File: src/rtl/vlsu_pkg.sv
// Shared vector load/store unit types: per-beat transaction control record,
// the 4 KiB boundary constants and the AXI response error helper.
package vlsu_pkg;

  localparam int unsigned VlsuAddrWidth = 64;  // AXI byte address width
  localparam int unsigned VlsuBusNSize  = 5;   // log2(nibbles per 128-bit beat)

  // AXI bursts may not cross a 4 KiB byte boundary; request addresses are nibbles.
  localparam int unsigned BoundaryBytes = 4096;
  localparam int unsigned BndNibbles    = 2 * BoundaryBytes;
  localparam int unsigned BndBits       = $clog2(BndNibbles);

  typedef enum logic [1:0] {
    RESP_OKAY   = 2'b00,
    RESP_EXOKAY = 2'b01,
    RESP_SLVERR = 2'b10,
    RESP_DECERR = 2'b11
  } axi_resp_e;

  typedef enum logic [2:0] {
    ST_IDLE,
    ST_CALC,
    ST_AW,
    ST_BEATS,
    ST_DRAIN
  } sst_state_e;

  // One record per W beat, consumed by the store data controller.
  typedef struct packed {
    logic [VlsuAddrWidth:0]  addr;        // nibble address of the burst start
    logic                    isHead;      // first beat of the burst
    logic [7:0]              rmnBeat;     // beats left after this one
    logic [VlsuBusNSize:0]   lbN;         // valid nibbles in the last beat, 1..busNibbles
    logic                    isFinalTxn;  // burst belongs to the last slice of the request
  } txn_ctrl_t;

  function automatic logic resp_is_err(input logic [1:0] resp);
    return (resp == RESP_SLVERR) || (resp == RESP_DECERR);
  endfunction

endpackage

File: src/rtl/seq_store_burst_calc.sv
// Combinational burst splitter: carves the next INCR burst out of the
// remaining request so it stays inside 4 KiB and within MaxBurstLen beats.
module seq_store_burst_calc
  import vlsu_pkg::*;
#(
  parameter int unsigned LenWidth    = 20,
  parameter int unsigned BusNSize    = 5,
  parameter int unsigned MaxBurstLen = 256
) (
  input  logic [BndBits-1:0]  addr_lo,   // low nibble-address bits, enough for offset and boundary
  input  logic [LenWidth-1:0] rmn_nbs,
  output logic [LenWidth-1:0] n,
  output logic [8:0]          beats,
  output logic [BusNSize:0]   lbn,
  output logic                fin
);

  // Wide enough for every intermediate: rmn_nbs, 8192 and off+N never overflow.
  localparam int unsigned CW = LenWidth + 2;

  logic [CW-1:0] off, bnd, mb, rmn, nn, mask;

  // N = min(remaining, distance to boundary, max burst minus head offset).
  always_comb begin
    mask  = CW'((1 << BusNSize) - 1);
    off   = CW'(addr_lo[BusNSize-1:0]);
    bnd   = CW'(BndNibbles) - CW'(addr_lo);
    mb    = CW'(MaxBurstLen << BusNSize) - off;
    rmn   = CW'(rmn_nbs);
    nn    = rmn;
    if (bnd < nn) nn = bnd;
    if (mb < nn)  nn = mb;
    n     = LenWidth'(nn);
    beats = 9'((off + nn + mask) >> BusNSize);
    lbn   = (BusNSize + 1)'(((off + nn - CW'(1)) & mask) + CW'(1));
    fin   = (nn == rmn);
  end

endmodule

File: src/rtl/seq_store_txn_gen.sv
// Sequential store transaction generator: splits one nibble-addressed request
// into 4 KiB-safe AXI INCR bursts, issues AW plus per-beat control records,
// and tracks B responses until the request can be reported complete.
module seq_store_txn_gen
  import vlsu_pkg::*;
#(
  parameter int unsigned AxiDataWidth   = 128,  // must match VlsuBusNSize in vlsu_pkg
  parameter int unsigned AxiAddrWidth   = 64,
  parameter int unsigned AxiIdWidth     = 4,
  parameter int unsigned LenWidth       = 20,
  parameter int unsigned MaxBurstLen    = 256,
  parameter int unsigned MaxOutstanding = 4
) (
  input  logic                    clk_i,
  input  logic                    rst_ni,
  input  logic                    req_valid_i,
  output logic                    req_ready_o,
  input  logic [AxiAddrWidth:0]   req_addr_i,
  input  logic [LenWidth-1:0]     req_len_i,
  input  logic [AxiIdWidth-1:0]   req_id_i,
  output logic                    aw_valid_o,
  input  logic                    aw_ready_i,
  output logic [AxiAddrWidth-1:0] aw_addr_o,
  output logic [7:0]              aw_len_o,
  output logic [2:0]              aw_size_o,
  output logic [1:0]              aw_burst_o,
  output logic [AxiIdWidth-1:0]   aw_id_o,
  output logic                    txn_ctrl_valid_o,
  input  logic                    txn_ctrl_ready_i,
  output txn_ctrl_t               txn_ctrl_o,
  input  logic                    b_valid_i,
  output logic                    b_ready_o,
  input  logic [1:0]              b_resp_i,
  output logic                    cmpl_valid_o,
  input  logic                    cmpl_ready_i,
  output logic                    cmpl_err_o
);

  localparam int unsigned BusNibbles = AxiDataWidth / 4;
  localparam int unsigned BusNSize   = $clog2(BusNibbles);
  localparam int unsigned ByteOff    = $clog2(AxiDataWidth / 8);
  localparam int unsigned OutW       = $clog2(MaxOutstanding + 1);

  sst_state_e              state, state_nxt;
  logic [AxiAddrWidth:0]   cur_addr;
  logic [LenWidth-1:0]     rmn_nbs, n_q, n_c;
  logic [AxiIdWidth-1:0]   id_q;
  logic [8:0]              beats_q, beats_c;
  logic [BusNSize:0]       lbn_q, lbn_c;
  logic                    fin_q, fin_c, err_q, head_q, out_en;
  logic [7:0]              beat_cnt;
  logic [OutW-1:0]         outstanding;
  logic                    req_hs, aw_hs, beat_hs, b_hs;

  seq_store_burst_calc #(
    .LenWidth    (LenWidth),
    .BusNSize    (BusNSize),
    .MaxBurstLen (MaxBurstLen)
  ) u_calc (
    .addr_lo (cur_addr[BndBits-1:0]),
    .rmn_nbs (rmn_nbs),
    .n       (n_c),
    .beats   (beats_c),
    .lbn     (lbn_c),
    .fin     (fin_c)
  );

  assign req_hs  = req_valid_i && req_ready_o;
  assign aw_hs   = aw_valid_o && aw_ready_i;
  assign beat_hs = txn_ctrl_valid_o && txn_ctrl_ready_i;
  assign b_hs    = b_valid_i && b_ready_o;

  // AW byte address is the burst start aligned down to the bus width.
  assign aw_addr_o  = {cur_addr[AxiAddrWidth:ByteOff+1], ByteOff'(0)};
  assign aw_len_o   = 8'(beats_q - 9'd1);
  assign aw_size_o  = 3'(ByteOff);
  assign aw_burst_o = 2'b01;
  assign aw_id_o    = id_q;
  assign b_ready_o  = (outstanding != '0);
  assign cmpl_err_o = err_q;
  assign txn_ctrl_o = '{addr: cur_addr, isHead: head_q, rmnBeat: beat_cnt,
                        lbN: lbn_q, isFinalTxn: fin_q};

  // State register.
  always_ff @(posedge clk_i or negedge rst_ni) begin
    if (!rst_ni) state <= ST_IDLE;
    else         state <= state_nxt;
  end

  // Next state and handshake valids; every valid decodes registered state only.
  always_comb begin
    state_nxt        = state;
    req_ready_o      = 1'b0;
    aw_valid_o       = 1'b0;
    txn_ctrl_valid_o = 1'b0;
    cmpl_valid_o     = 1'b0;
    case (state)
      ST_IDLE: begin
        req_ready_o = out_en;
        if (req_valid_i && out_en) state_nxt = ST_CALC;
      end
      ST_CALC: if (outstanding < OutW'(MaxOutstanding)) state_nxt = ST_AW;
      ST_AW: begin
        aw_valid_o = 1'b1;
        if (aw_ready_i) state_nxt = ST_BEATS;
      end
      ST_BEATS: begin
        txn_ctrl_valid_o = 1'b1;
        if (txn_ctrl_ready_i && beat_cnt == 8'd0) state_nxt = fin_q ? ST_DRAIN : ST_CALC;
      end
      ST_DRAIN: begin
        cmpl_valid_o = (outstanding == '0);
        if (cmpl_valid_o && cmpl_ready_i) state_nxt = ST_IDLE;
      end
      default: state_nxt = ST_IDLE;
    endcase
  end

  // Request slice bookkeeping, burst latch, beat counter and B tracking.
  always_ff @(posedge clk_i or negedge rst_ni) begin
    if (!rst_ni) begin
      out_en      <= 1'b0;
      cur_addr    <= '0;
      rmn_nbs     <= '0;
      id_q        <= '0;
      err_q       <= 1'b0;
      n_q         <= '0;
      beats_q     <= '0;
      lbn_q       <= '0;
      fin_q       <= 1'b0;
      beat_cnt    <= '0;
      head_q      <= 1'b0;
      outstanding <= '0;
    end else begin
      // Holds req_ready low through the first post-reset edge.
      out_en <= 1'b1;
      if (req_hs) begin
        cur_addr <= req_addr_i;
        rmn_nbs  <= req_len_i;
        id_q     <= req_id_i;
        err_q    <= 1'b0;
      end
      // Latched so AW/beat payloads stay stable while the slice advances.
      if (state == ST_CALC) begin
        n_q     <= n_c;
        beats_q <= beats_c;
        lbn_q   <= lbn_c;
        fin_q   <= fin_c;
      end
      if (aw_hs) begin
        beat_cnt <= 8'(beats_q - 9'd1);
        head_q   <= 1'b1;
      end
      if (beat_hs) begin
        head_q <= 1'b0;
        if (beat_cnt != 8'd0) begin
          beat_cnt <= beat_cnt - 8'd1;
        end else if (!fin_q) begin
          cur_addr <= cur_addr + (AxiAddrWidth + 1)'(n_q);
          rmn_nbs  <= rmn_nbs - n_q;
        end
      end
      if (b_hs && resp_is_err(b_resp_i)) err_q <= 1'b1;
      case ({aw_hs, b_hs})
        2'b10:   outstanding <= outstanding + OutW'(1);
        2'b01:   outstanding <= outstanding - OutW'(1);
        default: ;
      endcase
    end
  end

  // A B with nothing outstanding is a slave protocol violation.
  assert property (@(posedge clk_i) disable iff (!rst_ni) b_valid_i |-> (outstanding != '0));

endmodule

File: config.mk
export PLATFORM = sky130hd
export DESIGN_NAME = seq_store_txn_gen
export DESIGN_NICKNAME = d
export VERILOG_FILES = /design/src/rtl/vlsu_pkg.sv /design/src/rtl/seq_store_burst_calc.sv /design/src/rtl/seq_store_txn_gen.sv
export SDC_FILE = /design/constraint.sdc
export NUM_CORES = 1
export LEC_CHECK = 0
export CELL_PAD_IN_SITES_DETAIL_PLACEMENT = 1
export CELL_PAD_IN_SITES_GLOBAL_PLACEMENT = 1
export CORE_UTILIZATION = 41
export DETAILED_ROUTE_END_ITERATION = 10
export MAX_ROUTING_LAYER = met4
export PLACE_DENSITY_LB_ADDON = 0.2
export SLEW_MARGIN = 20
export SYNTH_ARGS = -nofsm -noshare
export SYNTH_HDL_FRONTEND = slang
export SYNTH_SLANG_ARGS = --single-unit
File: constraint.sdc
create_clock -name clk_i -period 16.6 [get_ports clk_i]
set_clock_uncertainty 0.15 [all_clocks]
set_input_delay 2.49 -clock clk_i [delete_from_list [all_inputs] [get_ports clk_i]]
set_output_delay 2.49 -clock clk_i [all_outputs]
set_load 0.03 [all_outputs]
Yosys cells after proc, flatten, opt, wreduce, memory -nomap -nowiden. Index checks and enable logic that the tools add are counted. Widths: inputs -> output; s select.

Input port bits: 98. Output and inout port bits: 168. Bits in registers: 141. Logic and storage cells: 89.

$lt $le $gt $ge: 3. Muxes and demuxes: 29. Reduce and logical (&&, ||, !) cells: 18. Add/sub/neg operators: 12. Equal/unequal tests: 14.

Operator list (number): $mux 65 (4); $mux 20 (4); $add 65x20->65 (1); $mux 22 (2); $mux 8 (3); $eq 22x20->1 (1); $lt 22x20->1 (1); $lt 22x22->1 (1); $sub 20x20->20 (1); $mux 3 (6); $sub 8x1->8 const B (2); $pmux 3 s5 (1); $sub 14x13->15 const A (1); $sub 14x5->15 const A (1); $add 13x5->13 const B (1); $add 5x13->13 (1); $ne 2x2->1 const B (5); $logic_and 1x1->1 (8); $logic_not 8->1 (1); $mux 1 (8); $reduce_bool 8->1 (1); $add 5x1->6 const B (1); $eq 2x2->1 const B (3); $eq 3x2->1 const B (2); 13 further kinds (16).

Depth between registers and ports, before layout. Gate-level depths: netlist (run 1).

Word-level depth: 8. Depth in mapped cells: 42. Mapped depth without buffers: 37.

Modules after synthesis. A second synthesis (run 1) with hierarchy kept.

Cells, all modules: 1507. Area, all modules: 12146.6 um^2.

By module, submodules not included: seq_store_txn_gen (area an instance 9504.1 um^2, sequential area each 3528.4 um^2, cells each 1135, instances 1); seq_store_burst_calc (area an instance 2642.5 um^2, sequential area each 0.0 um^2, cells each 372, instances 1).

Least setup slack after synthesis (run 1). No wires, ideal clock.

Kind: register -> register. Start: register cur_addr[2]. End: register beats_q[7]. Path buffers: 6. Period minus slack after synthesis: 8.849 ns. Slack: 7.751 ns. Library setup time: 0.130 ns. Cell stages (with the launch flop): 37. Arrival: 8.570 ns. Required time: 16.320 ns. Cell sequence: dfrtp_1 or4_4 nand2b_1 buf_2 nor4_1 ha_1 nand4_1 nor2_1 a211o_1 a32oi_4 buf_6 clkbuf_1 buf_1 a21oi_1 ha_1 nand2_1 nor3_1 nand3_1 a221oi_1 nor3_2 buf_4 clkbuf_1 nor2_1 mux2i_1 inv_1 ha_1 a21o_1 a21oi_1 o21ai_0 a21o_1 o21a_1 a211o_1 or4b_4 or3_4 a31oi_2 xnor2_1 o21ai_1.

Longest elaborated chain between the ends: 7. Elaborated cells on any way between the ends: 8. Those cells by class: add/sub (4); order compare (2); mux (2).

Ends and longest elaborated chain: start: declaration (line seq_store_txn_gen.sv:45) `logic [AxiAddrWidth:0] cur_addr;`; start signal: assignment (line seq_store_txn_gen.sv:138) `cur_addr <= req_addr_i;`; start signal: assignment (line seq_store_txn_gen.sv:159) `cur_addr <= cur_addr + (AxiAddrWidth + 1)'(n_q);`; $sub 14x13->15 (line seq_store_burst_calc.sv:27) `bnd = CW'(BndNibbles) - CW'(addr_lo);`; $lt 22x20->1 (line seq_store_burst_calc.sv:31) `if (bnd < nn) nn = bnd;`; $mux 22 (line seq_store_burst_calc.sv:31); $lt 22x22->1 (line seq_store_burst_calc.sv:32) `if (mb < nn) nn = mb;`; $mux 22 (*) (line seq_store_burst_calc.sv:32); via n_c[1] (line seq_store_txn_gen.sv:46) `logic [LenWidth-1:0] rmn_nbs, n_q, n_c;`; $add 5x13->13 (*) (line seq_store_burst_calc.sv:34) `beats = 9'((off + nn + mask) >> BusNSize);`; $add 13x5->13 (*) (line seq_store_burst_calc.sv:34); end signal: assignment (line seq_store_txn_gen.sv:146) `beats_q <= beats_c;`; end: declaration (line seq_store_txn_gen.sv:48) `logic [8:0] beats_q, beats_c;`.

Mark *: on every way through the listed nets, which the timed path passes. The rest lies on a longest branch. A chain may end at the register's enable or synchronous reset.

Worst setup path after layout (run 1).
Start: register cur_addr[1]. End: register beats_q[6].

Same word-level chain as after synthesis.

==> results of run 1 <==
final timing paths:
kind | slack [ns] | start | to | depth (start not counted)
hold / removal | 0.33 | aw_id_o[2] | aw_id_o[2] | 2
setup reg to reg | 6.05 | cur_addr[1] | beats_q[6] | 37
setup / recovery | 6.05 | cur_addr[1] | beats_q[6] | 37
min in group asynchronous | 1.92 | rst_ni | aw_id_o[2] | 1
max in group asynchronous | 12.99 | rst_ni | cur_addr[5] | 2
hold reg to reg | 0.33 | aw_id_o[2] | aw_id_o[2] | 2
cells in the mapped netlist (18+ instances only):
master / n / area [um^2]
clkbuf_1: 44 / 165
xor2_1: 18 / 158
nand3_1: 29 / 145
nor3_1: 37 / 185
a21oi_1: 75 / 375
or3_1: 20 / 125
buf_4: 72 / 541
inv_1: 69 / 259
ha_1: 77 / 963
nor2_1: 132 / 495
a31oi_1: 32 / 200
a311oi_1: 21 / 184
nand2_1: 165 / 619
and3_1: 24 / 150
o21ai_0: 60 / 300
a211oi_1: 35 / 263
xnor2_1: 58 / 508
dfrtp_1: 141 / 3530
per-stage QoR:
step | area, um^2 | std cells
after floorplan | 11300 | 1364
after global placement | 13600 | 1843
after detailed placement | 13600 | 1843
after CTS | 14100 | 1875
after global routing | 14100 | 1876
final | 14100 | 1876
worst max-delay path, delay by kind of cell, from the launching register on:
| kind | cells | cell delay, ns |
|---|---|---|
| AO/OA/AOI/OAI | 8 | 2.65 |
| XOR/XNOR | 3 | 0.52 |
| adder cells (fa/ha/maj) | 5 | 1.61 |
| buffers and inverters | 4 | 0.72 |
| flip-flops | 1 | 0.45 |
| multiplexers | 4 | 1.08 |
| AND/OR/NAND/NOR | 13 | 3.23 |
cell families (layout without fill, tap and decap cells):
logic type | after synthesis | in the layout | share of synthesized area (%)
mux | 31 | 31 | 3.07
xor+xnor | 78 | 78 | 6.22
buf+inv | 197 | 367 | 9.11
compound gates | 330 | 330 | 19.7
simple gates | 496 | 496 | 21.1
flops | 141 | 141 | 31.4
other cells | 2 | 11 | 0.0669
fa+ha+maj | 81 | 81 | 9.30
per-layer routing:
metal | vias up | routed length, um
met1 | 5325 | 17000
met4 | 0 | 605
met3 | 41 | 1440
li1 | 5095 | -
met5 | - | 0
met2 | 278 | 18900
sequential cells by signal, summed over array words and instances, names as in the netlist:
name         flops
beats_q          8
state            3
out_en           1
aw_id_o          4
outstanding      3
beat_cnt         8
n_q             20
cmpl_err_o       1
fin_q            1
cur_addr        65
head_q           1
rmn_nbs         20
lbn_q            6
cell type report:
| class | count | share of cell area (%) |
|---|---|---|
| Multi-Input combinational cell | 1026 | 47.6 |
| Sequential cell | 141 | 25.0 |
| Timing Repair Buffer | 263 | 18.5 |
| Clock buffer | 19 | 3.13 |
| Tap cell | 341 | 3.02 |
| Inverter | 72 | 1.91 |
| Clock inverter | 13 | 0.912 |
| Antenna cell | 1 | 0.0177 |
==> run_results.csv, run 1 <==
group,metric,value,unit
run_status,outcome,"finished, final reports clean",
place,globalplace.congestion,0.882,
cts,cts_setup_buffers,0,
layout,final_common_cell,"clkdlybuf4s50_1",
worst_hold_path,hp-class,"register to register",
die,io_pins,266,
route,wire_per_inst,20.2,um
die,initial_utilization,41.8,%
sta,min_period,10.55,ns
sta,rsz0062_at_grt,"false",
cts,clkLatencyLatePin,0.44,ns
logic_synthesis,syn_avg_cell_area,8.28,um^2
layout,seq_area,3530,um^2
global_route,grtUsageTotal,28.2,%
layout,post-route-util,52.6,%
logic_synthesis,synth_flop_cell,"dfrtp_1",
logic_synthesis,yosysSeqAreaShare,31.4,%
sta,fin_hold_ws,0.333,ns
layout,num-nets-final,1700,
cts,cts-buffers-inserted,17,
cts,cts_buffer_depth,2,
logic_synthesis,synth_async_sr_flop_share,100,%
sta,worstMarginPinSlew,1.10,ns
setup_path,start_kind,"register",
sta,hold_viol_final,0,
die,die_h,167,um
sta,maxSlewHeadroom,26.7,%
global_route,grt_use_met2,48.9,%
sta,fmax,94.8,MHz
route,vias,10739,
sta,finalCritPeriodShare,63.6,%
setup_path,path_class,"register to register",
cts,clk_pin_slew,0.07,ns
route,via_per_inst,5.72,
route,wl,37900,um
layout,final_cell_mix,"254 x clkdlybuf4s50_1, 164 x nand2_1, 141 x dfrtp_1",
global_route,met3_usage,3.73,%
route,antenna_left,0,
global_route,overflow,0,
die,die_w,167,um
setup_path,crit_slowest_cell,"a32oi_4",
sta,setup_viol,0,
setup_path,crit_arrival,10.70,ns
setup_path,crit_fanout,31,
job,drv_cap,0,
setup_path,crit_required,16.75,ns
global_route,grt_first_pass_wirelength,60700,um
layout,multi_input_comb_area,6720,um^2
global_route,grt_busiest_layer,"met2",
cts,htreeDepth,4,
logic_synthesis,synth_cell_types,88,
setup_path,cp_slowest_stage_delay,0.87,ns
route,drt_iter0_drc,733,
sta,maxSlewViolCount,0,
die,die_area,28000,um^2
logic_synthesis,ys.warnings.count,0,
route,dr.pass1.iters,5,
place,dpl_worst_slack,6.26,ns
place,io_buffers,255,
layout,drive_gt1_share,6.13,%
sta,tns,0,ns
logic_synthesis,syn_inst,1356,
die,rows,60,
logic_synthesis,synth_edf_count,0,
logic_synthesis,netlist_area,11200,um^2
layout,nFillCells,3172,
place,hpwl,28300,um
global_route,met1_usage,34.5,%
cts,cts_root_buffer,"clkbuf_16",
global_route,grt_pass1_vias,10884,
sta,fin_ws,6.05,ns
route,drc,0,
cts,cts_tree,"built",
cts,cts_hold_buf,0,
global_route,antenna_found_initial,1,
die,core_area,26900,um^2
logic_synthesis,yosys_register_bits,141,
cts,ctsResizeCount,0,
global_route,grt_max_degree,81,
layout,area_delta_synth_final,26.0,%
cts,clock_sinks,141,
setup_path,end_kind,"register",
Power of run 1 is left out: the tool's default activity adds up to more than one toggle a clock period on the data nets, which glitch-free logic cannot reach.
==> inputs of run 2 (changes only) <==
Settings changed: CORE_UTILIZATION 41 to 34.
Clock period 16.6 ns to 9.4 ns, I/O delays scaled along.
==> run 2 against run 1 <==
Routed wire length rose by 3.3%. Worst setup slack got worse by 5.4 ns. Fmax increased by 20%. Final cell count is 6.6% higher. Flip-flop and latch count is the same. Non-clock buffer count increased by 22. Clock-buffer cell count unchanged. Highest routed layer unchanged. Critical endpoint is now beats_q[7].
==> run_results.csv, run 2 (same netlist as run 1, synthesis figures left out) <==
group,metric,value,unit
setup_path,rr_worst_depth,38,
layout,final_common_cell,"clkdlybuf4s50_1",
setup_path,path_class,"register to register",
route,wl_met3,1660,um
layout,num-nets-final,1722,
sta,finalCritPeriodShare,93.2,%
sta,worstMarginPinSlew,1.02,ns
place,hpwl,29400,um
sta,min_period,8.76,ns
sta,fmax,114,MHz
place,globalplace.congestion,0.848,
worst_hold_path,hp-class,"register to register",
place,io_buffers,255,
die,die_h,184,um
route,vias,10705,
setup_path,end_kind,"register",
sta,fin_ws,0.643,ns
setup_path,endpoint,"beats_q[7]",
die,io_pins,266,
layout,regMostFlops,"cur_addr",
setup_path,crit_arrival,8.91,ns
cts,cts_tree,"built",
route,wire_per_inst,19.6,um
sta,rsz0062_at_grt,"false",
cts,htreeDepth,4,
setup_path,start_kind,"register",
cts,clk_pin_slew,0.06,ns
die,initial_utilization,34.5,%
layout,largest_register_ffs,65,
route,m1WireLength,17300,um
setup_path,path_buf_inv,7,
layout,nFillCells,3916,
route,top_layer,"met4",
job,drv_cap,0,
setup_path,crit_fanout,11,
global_route,grt_max_degree,74,
cts,cts_root_buffer,"clkbuf_16",
route,dr.pass1.iters,5,
setup_path,rr_startpoint,"cur_addr[1]",
setup_path,cp_slowest_stage_delay,0.51,ns
setup_path,crit_required,9.55,ns
setup_path,cp.depth,38,
die,core_area,32500,um^2
setup_path,startpoint,"cur_addr[1]",
die,rows,66,
route,drc,0,
cts,cts-buffers-inserted,17,
route,dr_wl_met2,19300,um
die,die_area,33700,um^2
sta,maxSlewHeadroom,32.0,%
setup_path,crit_slowest_cell,"or4b_4",
global_route,grtUsageTotal,24.4,%
worst_hold_path,min_from,"aw_id_o[0]",
die,die_w,184,um
sta,maxSlewViolCount,0,
route,wl,39200,um
sta,setup_viol,0,
route,drt_iter0_drc,373,
sta,hold_viol_final,0,
route,antenna_left,0,
global_route,grt_pass1_vias,11155,
setup_path,r2r_setup_slack,0.64,ns
run_status,outcome,"finished, final reports clean",
setup_path,critPathTopFamily,"simple AND/OR/NAND/NOR gates",
setup_path,path_common_cell,"ha_1",
cts,clock_sinks,141,
layout,area_delta_synth_final,29.1,%
layout,multi_input_comb_area,6740,um^2
global_route,overflow,0,
cts,clkLatencyLatePin,0.44,ns
layout,final_cell_mix,"254 x clkdlybuf4s50_1, 164 x nand2_1, 141 x dfrtp_1",
route,via_per_inst,5.35,
global_route,antenna_found_initial,2,
layout,drive_gt1_share,7.78,%
sta,fin_hold_ws,0.324,ns
global_route,grt_first_pass_wirelength,62600,um
layout,seq_area,3530,um^2
layout,top_regs,"cur_addr x65, n_q x20, rmn_nbs x20",
cts,cts_buffer_depth,2,
sta,tns,0,ns
setup_path,r2r-end,"beats_q[7]",
place,dpl_worst_slack,0.202,ns
==> run 2: cell count changes in the layout (fill, tap and decap cells not counted), moves of 2 or more <==
cell      delta
buf_4       +20
clkinv_4     +3
a21oi_1      -2
a21oi_2      +2
inv_6        -2
==> run 2: stage by stage <==
| stage | instances | cell area, um^2 | utilization (%) |
|---|---|---|---|
| 2_1_floorplan | 1364 | 11300 | - |
| 3_3_place_gp | 1965 | 13800 | 42.6 |
| 3_5_place_dp | 1965 | 13800 | 42.6 |
| 4_1_cts | 1997 | 14500 | 44.4 |
| 5_1_grt | 2000 | 14500 | 44.6 |
| 6_report | 2000 | 14500 | 44.6 |
==> run 2: layout make-up <==
class                      count  area share [%]
antenna                        2          0.0345
clock inverter                13            1.07
clock buffer                  19            3.12
inverter                      72            1.86
multi-input combinational   1026            46.5
timing repair buffer         285            19.3
tap                          442            3.81
sequential                   141            24.3
==> run 2: how the worst min path moves through the flow <==
stage	end	slack, ns	cells past startpoint
finish	aw_id_o[0]	0.32	2
global route	aw_id_o[2]	0.36	2
CTS	aw_id_o[0]	0.33	2
detailed placement	aw_id_o[0]	0.31	2
global placement	aw_id_o[2]	0.31	2
floorplan	outstanding[2]	0.31	1
==> run 2: worst min-delay path, stage by stage (launching register included) <==
cell	delay [ns]
dfrtp_1	0.34
nand2_1	0.05
nand2_1	0.05
==> run 2: metal layers <==
metal | vias to the layer above | GRT usage (%)
li1 | 5123 | -
met1 | 5300 | 30.0
met2 | 237 | 40.9
met3 | 45 | 3.78
met4 | 0 | 8.07
met5 | - | -
==> run 2: timing repair <==
action	CTS	global route
setup buffers	0	1
hold endpoints to repair	0	0
hold buffers	0	0
endpoints found under the setup margin	0	5
gates resized for setup	0	5
Power of run 2 is left out for the same reason.
